$ cat config.mk
export PLATFORM = sky130hd
export DESIGN_NAME = mem_arbiter
export DESIGN_NICKNAME = d
export VERILOG_FILES = /design/src/rtl/mem_arbiter.sv
export SDC_FILE = /design/constraint.sdc
export NUM_CORES = 1
export LEC_CHECK = 0
export CAP_MARGIN = 15
export CORE_MARGIN = 4
export CORE_UTILIZATION = 40
export CTS_CLUSTER_SIZE = 25
export DETAILED_ROUTE_END_ITERATION = 16
export PLACE_DENSITY = 0.76
export SLEW_MARGIN = 10
export SYNTH_ARGS = -nofsm -noshare
export SYNTH_HDL_FRONTEND = slang
export SYNTH_SLANG_ARGS = --single-unit
$ cat constraint.sdc
create_clock -name clk -period 1.4 [get_ports clk]
set_input_delay 0.28 -clock clk [delete_from_list [all_inputs] [get_ports clk]]
set_output_delay 0.28 -clock clk [all_outputs]
set_load 0.005 [all_outputs]
$ cat src/rtl/mem_arbiter.sv
// -----------------------------------------------------------------------------
// mem_arbiter
// Arbitrates between two requesters (CPU and IO) for one data memory with a
// pulsed write strobe. Each access passes through IDLE -> SETUP -> PULSE ->
// DONE. When both request together, a round-robin pointer decides who wins.
// Writes are legal only to the lower quarter of the address space
// (addr[ADDR_W-1:ADDR_W-2] == 2'b00). Other writes never reach the memory and
// complete with an error flag.
//
// Every output is registered, so each output phase appears one clock after
// the state that computes it:
//   edge N   : IDLE samples the requests and latches the winner's access
//   edge N+1 : SETUP drives mem_addr / mem_din / mem_we
//   edge N+2 : PULSE raises mem_tp for one cycle (legal writes only)
//   edge N+3 : DONE captures rdata and raises the winner's ack / err
//   edge N+4 : IDLE clears ack and mem_we and may accept the next request
//
// Ports
//   clk                   sole clock, rising edge
//   reset_n               asynchronous active-low reset
//   cpu_req / io_req      access requests
//   cpu_we / io_we        1 = write, 0 = read
//   cpu_addr / io_addr    word address (ADDR_W bits)
//   cpu_wdata / io_wdata  write data (DATA_W bits)
//   cpu_ack / io_ack      one-cycle completion pulse
//   cpu_err / io_err      valid with ack; 1 = write to fixed memory rejected
//   rdata                 read data, valid while ack is high, held otherwise
//   mem_addr / mem_din    address and write data to the data memory
//   mem_we                memory write enable (legal writes only)
//   mem_tp                memory timing pulse; memory writes on its rising edge
//   mem_dout              combinational read data from the data memory
// -----------------------------------------------------------------------------
module mem_arbiter #(
   parameter int ADDR_W = 12,
   parameter int DATA_W = 15
) (
   input  logic              clk,
   input  logic              reset_n,
   input  logic              cpu_req,
   input  logic              io_req,
   input  logic              cpu_we,
   input  logic              io_we,
   input  logic [ADDR_W-1:0] cpu_addr,
   input  logic [ADDR_W-1:0] io_addr,
   input  logic [DATA_W-1:0] cpu_wdata,
   input  logic [DATA_W-1:0] io_wdata,
   output logic              cpu_ack,
   output logic              io_ack,
   output logic              cpu_err,
   output logic              io_err,
   output logic [DATA_W-1:0] rdata,
   output logic [ADDR_W-1:0] mem_addr,
   output logic [DATA_W-1:0] mem_din,
   output logic              mem_we,
   output logic              mem_tp,
   input  logic [DATA_W-1:0] mem_dout
);

   typedef enum logic [1:0] {
      IDLE  = 2'd0,
      SETUP = 2'd1,
      PULSE = 2'd2,
      DONE  = 2'd3
   } state_t;

   state_t              state_q;
   logic                winner_io_q;   // 1 = IO owns the access in flight
   logic                last_io_q;     // 1 = IO was granted last; CPU preferred next
   logic                we_q;
   logic [ADDR_W-1:0]   addr_q;
   logic [DATA_W-1:0]   wdata_q;

   logic [ADDR_W-1:0]   mem_addr_q;
   logic [DATA_W-1:0]   mem_din_q;
   logic                mem_we_q;
   logic                mem_tp_q;
   logic [DATA_W-1:0]   rdata_q;
   logic                cpu_ack_q;
   logic                io_ack_q;
   logic                cpu_err_q;
   logic                io_err_q;

   logic                grant_io_d;
   logic                legal_wr_d;
   logic                illegal_wr_d;

   always_comb begin
      // IO wins when it requests alone, or when both request and CPU was
      // served last.
      grant_io_d   = io_req && (!cpu_req || !last_io_q);
      legal_wr_d   = we_q && (addr_q[ADDR_W-1 -: 2] == 2'b00);
      illegal_wr_d = we_q && (addr_q[ADDR_W-1 -: 2] != 2'b00);
   end

   always_ff @(posedge clk or negedge reset_n) begin
      if (!reset_n) begin
         state_q     <= IDLE;
         winner_io_q <= 1'b0;
         last_io_q   <= 1'b1;        // makes CPU the preferred requester
         we_q        <= 1'b0;
         addr_q      <= '0;
         wdata_q     <= '0;
         mem_addr_q  <= '0;
         mem_din_q   <= '0;
         mem_we_q    <= 1'b0;
         mem_tp_q    <= 1'b0;
         rdata_q     <= '0;
         cpu_ack_q   <= 1'b0;
         io_ack_q    <= 1'b0;
         cpu_err_q   <= 1'b0;
         io_err_q    <= 1'b0;
      end else begin
         // Pulsed outputs default low; only the states below raise them.
         mem_tp_q  <= 1'b0;
         cpu_ack_q <= 1'b0;
         io_ack_q  <= 1'b0;
         cpu_err_q <= 1'b0;
         io_err_q  <= 1'b0;

         case (state_q)
            IDLE: begin
               // mem_we was held through the ack cycle; drop it here.
               mem_we_q <= 1'b0;
               if (cpu_req || io_req) begin
                  winner_io_q <= grant_io_d;
                  last_io_q   <= grant_io_d;
                  we_q        <= grant_io_d ? io_we    : cpu_we;
                  addr_q      <= grant_io_d ? io_addr  : cpu_addr;
                  wdata_q     <= grant_io_d ? io_wdata : cpu_wdata;
                  state_q     <= SETUP;
               end
            end
            SETUP: begin
               mem_addr_q <= addr_q;
               mem_din_q  <= wdata_q;
               mem_we_q   <= legal_wr_d;
               state_q    <= PULSE;
            end
            PULSE: begin
               mem_tp_q <= legal_wr_d;
               state_q  <= DONE;
            end
            DONE: begin
               // mem_dout here reflects the address held since SETUP and,
               // for a write, the word just stored by the tp pulse.
               rdata_q   <= mem_dout;
               cpu_ack_q <= !winner_io_q;
               io_ack_q  <= winner_io_q;
               cpu_err_q <= !winner_io_q && illegal_wr_d;
               io_err_q  <= winner_io_q && illegal_wr_d;
               state_q   <= IDLE;
            end
            default: begin
               state_q <= IDLE;
            end
         endcase
      end
   end

   assign cpu_ack  = cpu_ack_q;
   assign io_ack   = io_ack_q;
   assign cpu_err  = cpu_err_q;
   assign io_err   = io_err_q;
   assign rdata    = rdata_q;
   assign mem_addr = mem_addr_q;
   assign mem_din  = mem_din_q;
   assign mem_we   = mem_we_q;
   assign mem_tp   = mem_tp_q;

endmodule

==> Word-level counts from Yosys, hierarchy flattened <==
Cells that the tools add are included.
W data, S select, Z words.
{ "word_totals": {"wordCells": 45, "inputBits": 75, "register_bits": 80, "out_inout_bits": 48} }
{ "op_classes": {"n_reduce_logical": 15, "n_mux": 11, "n_eq_ne": 4} }
{ "ops": {"columns": ["cell", "n"], "rows": [
  ["$mux W15", 1],
  ["$mux W12", 1],
  ["$pmux W2 S4", 1],
  ["$mux W1", 6],
  ["$logic_and A1 B1 Y1", 5],
  ["$eq A2 B2 Y1 const B", 2],
  ["$logic_not A2 Y1", 2],
  ["$reduce_bool A2 Y1", 2],
  ["$logic_not A1 Y1", 3],
  ["$eq A2 B1 Y1 const B", 1],
  ["$logic_or A1 B1 Y1", 2],
  ["$mux W2", 1],
  ["$ne A2 B2 Y1 const B", 1],
  ["$pmux W1 S2", 1],
  ["$reduce_and A2 Y1", 1]
]} }

==> Logic depth before layout (Yosys ltp) <==
Gate-level depths: netlist of run 1.
{ "depth": {"ltp_word": 4, "ltp_mapped": 7, "ltp_nobuf": 5} }

==> Least setup slack after synthesis of run 1 <==
OpenSTA, ideal clock, no wires.
{ "synth_path": {"path_type": "register -> register", "start": "register state_q[0]", "end": "register state_q[1]", "path_slack_ps": -125, "arrival_ps": 1401, "path_stages_with_launch": 5, "period_less_slack_ps": 1525, "setup_time_ps": 125, "required_ps": 1275, "n_path_buf": 0, "cell_sequence": "dfrtp_1 -> inv_1 -> ha_1 -> nor3b_1 -> mux2_2"} }
{ "synth_between": {"elab_chain_cells": 2, "word_cells_on_any_way": 6, "classes_between": "eq/ne (4); mux (1); reduce/logical (1)"} }
{ "synth_rtl": {"columns": ["element", "line_no", "text"], "rows": [
  ["start, declared", "66", "state_t state_q;"],
  ["start signal, assigned", "97", "state_q <= IDLE;"],
  ["start signal, assigned", "130", "state_q <= SETUP;"],
  ["start signal, assigned", "137", "state_q <= PULSE;"],
  ["$eq A2 B2 Y1 (tied with other cells)", "120", "case (state_q)"],
  ["$pmux W2 S4 / $ne A2 B2 Y1 (equally long branches)", null, null]
]} }
Parallel ways exist; a longest one is shown, timed or not.
A chain may end at the register's enable or synchronous reset.

==> Final worst setup path of run 1 <==
Ends and elaborated chain as after synthesis.

==> impl_results.md, run 1 <==
- Post-Synthesis Cells: 278
- Largest buffer count on any clock path: 2
- Via count: 2,615
- Net total in the final layout: 500
- Wirelength per Cell: 15.63 microns
- # IOs: 123
- Fin Clk Skew: around 0.0085 ns
- Share of async-settable or async-resettable flops after synthesis: 100.0%
- Worst slack, placed: -0.2607 ns
- TritonCTS buffer count: 9
- CTS H-Tree Depth: 3
- Tightest Pin Transition: 0.4249 ns
- Final total negative setup slack: 0 ns
- Min-Delay Path Class: input pin to register
- Number of optimization iterations in the first detailed-route pass: 4
- Final Slew Violations: 0
- Type of origin of the critical path: register
- Synthesis-to-finish area growth: 54.10%
- Cell Pwr Density: 2089 nW/um^2
- Port Buffers: 122
- Placed cell count: 503
- Combined area of the multi-input logic cells: between 1000 and 1500 sq um
- Number of buffer and inverter stages on the critical path: 1
- End-of-flow core utilization: 64.35%
- Family of cells with the greatest summed delay on the critical path: flip-flops
- Via density per instance: 4.962
- Maximum number of pins on one net before global-route repair: slightly above 80
- Highest clock frequency the design can meet: 0.7295 GHz
- Sequential cell area fraction in the yosys report: 61.13%
- Source-to-sink clock delay at the later pin of the worst-skew pair: 0.34 ns
- Biggest fanout along the worst timing path: 6
- Core box area: between 7000 and 8000 sq um
- Number of flip-flops and latches in the synthesized netlist: 80
- Area leader, netlist: dfrtp_1
- Synthesis Warnings: 0
- Post-Synthesis Mean Instance Area: 11.79 sq um
- Required time worst endpoint: 1.62 ns
- Via count of the first global-routing pass: 2,814
- Status: completed
- Post-synth top flop: dfrtp_1
- Most common library cells after synthesis: 79 x dfrtp_1, 58 x a21oi_1, 43 x mux2_2
- Final period utilization: 97.91%
- Layout cell share with drive strength beyond 1: 22.82%
- Die Y-Extent: approximately 99 microns
- Final antenna-violating net count: 0
- Antenna violations before repair: 0
- Clock transition at path regs: approximately 0.08 ns
- Number of failing hold endpoints at the final stage: 0
- Number of inserted diodes: 0
- Post-synth EDFFs: 0
- Placed wire-length estimate: 5.766 mm
- Aggregate global-route resource usage: 17.20%
- Critical-path top delay cell: dfrtp_1
- Post-Syn Nets: 358
- Max-slew headroom at the worst pin: 71.67%
- Placement Rows: 32
- Top post-synthesis cells by area: dfrtp_1 60%, mux2_2 15%, a21oi_1 8.9%
- Cell area after synthesis: 3277 sq um
- Arrival time worst endpoint: ~1.6 ns
- Starting utilization of the core area: approximately two fifths
- Final setup violating endpoints: 0
- RSZ-0062 raised after global routing: yes
- Die outline area: 9704 sq um
- Clk sinks: 80
- Cells along the critical path: inv_2, ha_4, nor3b_4, mux2_4
- GP Congestion: 0.7336
- Critical Path End Type: register
- Number of different library cells in the post-synthesis netlist: 24
- Non-filler cells in the finished layout: 527
- Setup CP Type: register to register
- Crit path largest cell delay: 0.44 ns
- Most common cell in the netlist: dfrtp_1
- Routed Wire Length: 8.239 mm
- Final worst setup slack: 0.02925 ns
- Max-cap violation count: 0
- Leakage dissipation: 2.228 nW
- Number of remaining DRC errors: 0
- Global route overflow: 0
- Period minus WS final: 1.371 ns
- Global-route wire length before repair: 13.30 mm
- Storage element area: 2003 sq um
- Master cell of the clock root buffer: clkbuf_8
- Worst voltage drop across the vdd grid: 930.5 uV
- Number of filler instances in the final layout: approximately 650
- Clock tree from TritonCTS: built
- Die Width: 98.51 microns
- Starting DRT DRC Count: between 100 and 150
- Area fraction of the dominant cell type after synthesis: 60.33%
through the flow:
step	area [sq um]	power [mW]	hold WS [ns]
after global placement	4740	8.692	0.3362
after CTS	4974	10.48	0.4623
final	5050	10.55	0.4002
after detailed placement	4740	8.911	0.3361
after global routing	5050	11.33	0.4416
after floorplan	3293	6.417	-0.01559
worst paths after layout:
path                             from         end  slack, ns  cells past startpoint
min                           cpu_req   last_io_q       0.40                      2
max reg2reg                state_q[0]  state_q[1]       0.03                      4
min reg2reg                  rdata[3]    rdata[3]       0.50                      1
max in group asynchronous     reset_n   last_io_q       0.54                      3
max                        state_q[0]  state_q[1]       0.03                      4
min in group asynchronous     reset_n   rdata[13]       0.47                      3
logic make-up (layout without fill, tap and decap cells):
logic type	count (synthesis)	count (layout)	share of synthesized area (%)
AO/OA/AOI/OAI	65	65	10.65
flip-flops	80	80	61.13
adder cells (fa/ha/maj)	5	5	1.909
AND/OR/NAND/NOR	66	66	8.095
multiplexers	43	43	14.78
buffers and inverters	19	166	3.436
metal layers:
metal / track usage (%) / up-vias / part of all wire [%] / wire [microns]
met5: 0 / - / 0 / 0
met1: 20.47 / 1281 / 41 / 3372
met3: 4.883 / 13 / 5.8 / 481
met2: 29.75 / 85 / 52 / 4252
met4: 6.197 / 0 / 1.6 / 132
li1: - / 1236 / - / -
flip-flops by register name, summed over array words and instances, names as in the netlist, 2 cells and up:
name,count
rdata,15
mem_addr,12
addr_q,12
state_q,2
wdata_q,15
mem_din,15
power by group:
group / leakage [nW] / internal [mW] / total (mW) / switching [mW]
clock network: 0.106 / 1.05 / 1.85 / 0.804
registers: 0.921 / 3.48 / 4.08 / 0.594
logic: 1.20 / 2.70 / 4.62 / 1.91
cell usage in the layout, fill, tap and decap left out, types with 3 or more instances in the layout:
| cell type | Yosys | routed |
|---|---|---|
| a21oi_2 | 0 | 3 |
| a21oi_1 | 58 | 55 |
| nand2_1 | 29 | 29 |
| clkbuf_8 | 0 | 10 |
| dfrtp_1 | 79 | 79 |
| dlygate4sd2_1 | 0 | 48 |
| clkdlybuf4s50_1 | 0 | 72 |
| nor2_1 | 30 | 30 |
| mux2_2 | 43 | 42 |
| buf_4 | 6 | 17 |
| buf_12 | 0 | 6 |
| ha_1 | 5 | 3 |
cell type report:
| class | instances | area share, % |
|---|---|---|
| clock buffers | 11 | 2.800 |
| clock inverters | 5 | 1.586 |
| inverters | 2 | 0.1487 |
| multi-input cells | 179 | 24.38 |
| flip-flops and latches | 80 | 39.67 |
| well taps | 102 | 2.527 |
| repair buffers | 148 | 28.89 |
timing repair:
action                     in CTS  in global routing
cloned                          0                  1
hold buffers                    1                  0
hold endpoints to repair       79                  0
gates resized for setup        51                 12
setup endpoints to repair      65                 40
setup buffers                   6                  0
Note: power is estimated with default switching activity, not from simulation.
==> inputs of run 2 (changes only) <==
--- a/config.mk
+++ b/config.mk
@@ -8,9 +8,9 @@
 export CAP_MARGIN = 15
 export CORE_MARGIN = 4
 export CORE_UTILIZATION = 40
-export CTS_CLUSTER_SIZE = 25
+export CTS_CLUSTER_SIZE = 40
 export DETAILED_ROUTE_END_ITERATION = 16
-export PLACE_DENSITY = 0.76
+export PLACE_DENSITY_LB_ADDON = 0.3
 export SLEW_MARGIN = 10
 export SYNTH_ARGS = -nofsm -noshare
 export SYNTH_HDL_FRONTEND = slang
==> impl_results.md, run 2 (synthesized netlist as in run 1, its figures left out) <==
- Status: completed (unchanged)
- Number of remaining DRC errors: 0 (unchanged)
- Final setup violating endpoints: 0 (unchanged)
- Master cell of the clock root buffer: clkbuf_8 (unchanged)
- Via count: 2,581 (was 2,615)
- Min-Delay Path Class: input pin to asynchronous set/reset pin (was input pin to register)
- Critical register-to-register path startpoint: state_q[0] (unchanged)
- Worst reg2reg setup slack: 0.04 ns (was 0.03 ns)
- Worst voltage drop across the vdd grid: 990.6 uV (was 930.5 uV)
- Port Buffers: 122 (unchanged)
- Arrival time worst endpoint: 1.59 ns (about the same)
- Maximum number of pins on one net before global-route repair: 29 (was 81)
- Most frequent standard cell in the layout excluding fill and tap cells: dfrtp_1 (unchanged)
- Routed Wire Length: 8.184 mm (was 8.239 mm)
- Number of optimization iterations in the first detailed-route pass: 4 (unchanged)
- CTS H-Tree Depth: 3 (unchanged)
- Number of cells traversed by the worst register-to-register path: 4 (unchanged)
- Antenna violations before repair: 0 (unchanged)
- Cell Pwr Density: 2057 nW/um^2 (was 2089 nW/um^2)
- Final antenna-violating net count: 0 (unchanged)
- Starting DRT DRC Count: 115 (was 110)
- Core box area: 7848 sq um (unchanged)
- Most frequent cells in the layout: 78 x dfrtp_1, 73 x clkdlybuf4s50_1, 57 x a21oi_1, 48 x dlygate4sd2_1, 42 x mux2_2 (was 79 x dfrtp_1, 72 x clkdlybuf4s50_1, 55 x a21oi_1, 48 x dlygate4sd2_1, 42 x mux2_2)
- Setup CP Type: register to register (unchanged)
- Largest buffer count on any clock path: 2 (unchanged)
- Via count of the first global-routing pass: 2,665 (was 2,814)
- Clk sinks: 80 (unchanged)
- End-of-flow core utilization: 64.09% (was 64.35%)
- Required time worst endpoint: 1.63 ns (was 1.62 ns)
- Final period utilization: 97.25% (was 97.91%)
- Highest clock frequency the design can meet: 0.7345 GHz (was 0.7295 GHz)
- TritonCTS buffer count: 9 (unchanged)
- Die Y-Extent: 98.51 microns (unchanged)
- Synthesis-to-finish area growth: 53.49% (was 54.10%)
- Leakage dissipation: 2.208 nW (was 2.228 nW)
- Biggest fanout along the worst timing path: 6 (unchanged)
- Placement Rows: 32 (unchanged)
- Capture instance of the worst register-to-register path: state_q[1] (unchanged)
- Clock transition at path regs: 0.08 ns (about the same)
- Number of inserted diodes: 0 (unchanged)
- Global-route wire length before repair: 12.74 mm (was 13.30 mm)
- Number of filler instances in the final layout: 677 (was 645)
- Source-to-sink clock delay at the later pin of the worst-skew pair: 0.34 ns (about the same)
- # IOs: 123 (unchanged)
- Aggregate global-route resource usage: 16.60% (was 17.20%)
- Tightest Pin Transition: 0.3476 ns (was 0.4249 ns)
- Fin Clk Skew: 0.006467 ns (was 0.008528 ns)
- GP Congestion: 0.7570 (was 0.7336)
- Number of failing hold endpoints at the final stage: 0 (unchanged)
- RSZ-0062 raised after global routing: yes (unchanged)
- Placed wire-length estimate: 5.819 mm (was 5.766 mm)
- Via density per instance: 4.907 (was 4.962)
- Critical Path End Type: register (unchanged)
- Layout cell share with drive strength beyond 1: 22.41% (was 22.82%)
- Net total in the final layout: 499 (was 500)
- Global route overflow: 0 (unchanged)
- Period minus WS final: 1.361 ns (was 1.371 ns)
- Max-slew headroom at the worst pin: 76.75% (was 71.67%)
- Type of origin of the critical path: register (unchanged)
- Die Width: 98.51 microns (unchanged)
- Wirelength per Cell: 15.56 microns (was 15.63 microns)
- Max-cap violation count: 0 (unchanged)
- Clock tree from TritonCTS: built (unchanged)
- Die outline area: 9704 sq um (unchanged)
- Final Slew Violations: 0 (unchanged)
- Starting utilization of the core area: 41.76% (unchanged)
- Hold Slack: 0.3773 ns (was 0.4002 ns)
-- run 2: cell types whose count changed in the layout (fill, tap and decap cells not counted), moves of 2 or more --
cell	change
buf_4	-2
a21oi_1	+2
buf_12	+3
a21oi_2	-2
inv_6	+2
buf_6	-2
-- run 2: through the flow --
step	cells	total power, mW	setup TNS [ns]	instance area, sq um	setup WS, ns
6_report	526	10.35	0	5030	0.03854
5_1_grt	526	11.10	-0.03065	5030	-0.01546
4_1_cts	525	10.29	-0.2846	4966	-0.03249
3_5_place_dp	503	8.954	-5.346	4777	-0.2183
3_3_place_gp	503	8.764	-4.120	4777	-0.1666
2_1_floorplan	278	6.417	-0.01209	3293	-0.001209
-- run 2: routing by layer --
metal  routed length (microns)  track usage (%)  vias to the layer above
li1                          -                -                     1234
met1                      3442            19.58                     1252
met2                      4111            28.34                       87
met3                       493            5.520                        8
met4                       136            5.882                        0
met5                         0                0                        -
-- run 2: where the power goes --
group	total, mW	switching, mW	internal [mW]	leakage, nW
clock	1.69	0.852	0.834	0.0933
sequential	4.06	0.578	3.49	0.920
combinational	4.60	1.89	2.71	1.20
total	10.3	3.32	7.03	2.21
-- run 2: worst max path at each step --
| stage | startpoint | end | slack, ns | cells after the start |
|---|---|---|---|---|
| 2_1_floorplan | state_q[0] | addr_q[0] | -0.001 | 7 |
| 3_3_place_gp | io_req | state_q[1] | -0.17 | 4 |
| 3_5_place_dp | io_req | addr_q[8] | -0.22 | 6 |
| 4_1_cts | state_q[0] | state_q[1] | -0.03 | 4 |
| 5_1_grt | state_q[0] | state_q[1] | -0.02 | 4 |
| 6_report | state_q[0] | state_q[1] | 0.04 | 4 |
-- run 2: critical path, stage by stage (launching register included) --
cell and delay, ns:
dfrtp_2 0.45, inv_2 0.09, ha_4 0.17, nor3b_4 0.22, mux2_4 0.32
-- run 2: layout make-up --
class / instances / area, sq um / area share [%]
Sequential cell: 80 / 2004 / 39.85
Timing Repair Buffer: 147 / 1479 / 29.40
Multi-Input combinational cell: 179 / 1216 / 24.18
Clock buffer: 10 / 127.6 / 2.537
Tap cell: 102 / 127.6 / 2.537
Clock inverter: 6 / 67.56 / 1.343
Inverter: 2 / 7.507 / 0.1493
-- run 2: timing repair --
action                                 in CTS  in global routing
endpoints found under the hold margin      24                  0
hold buffers                                1                  0
gates resized for setup                    49                 10
gates cloned                                0                  1
setup buffers                               5                  0
setup endpoints to repair                  69                 57
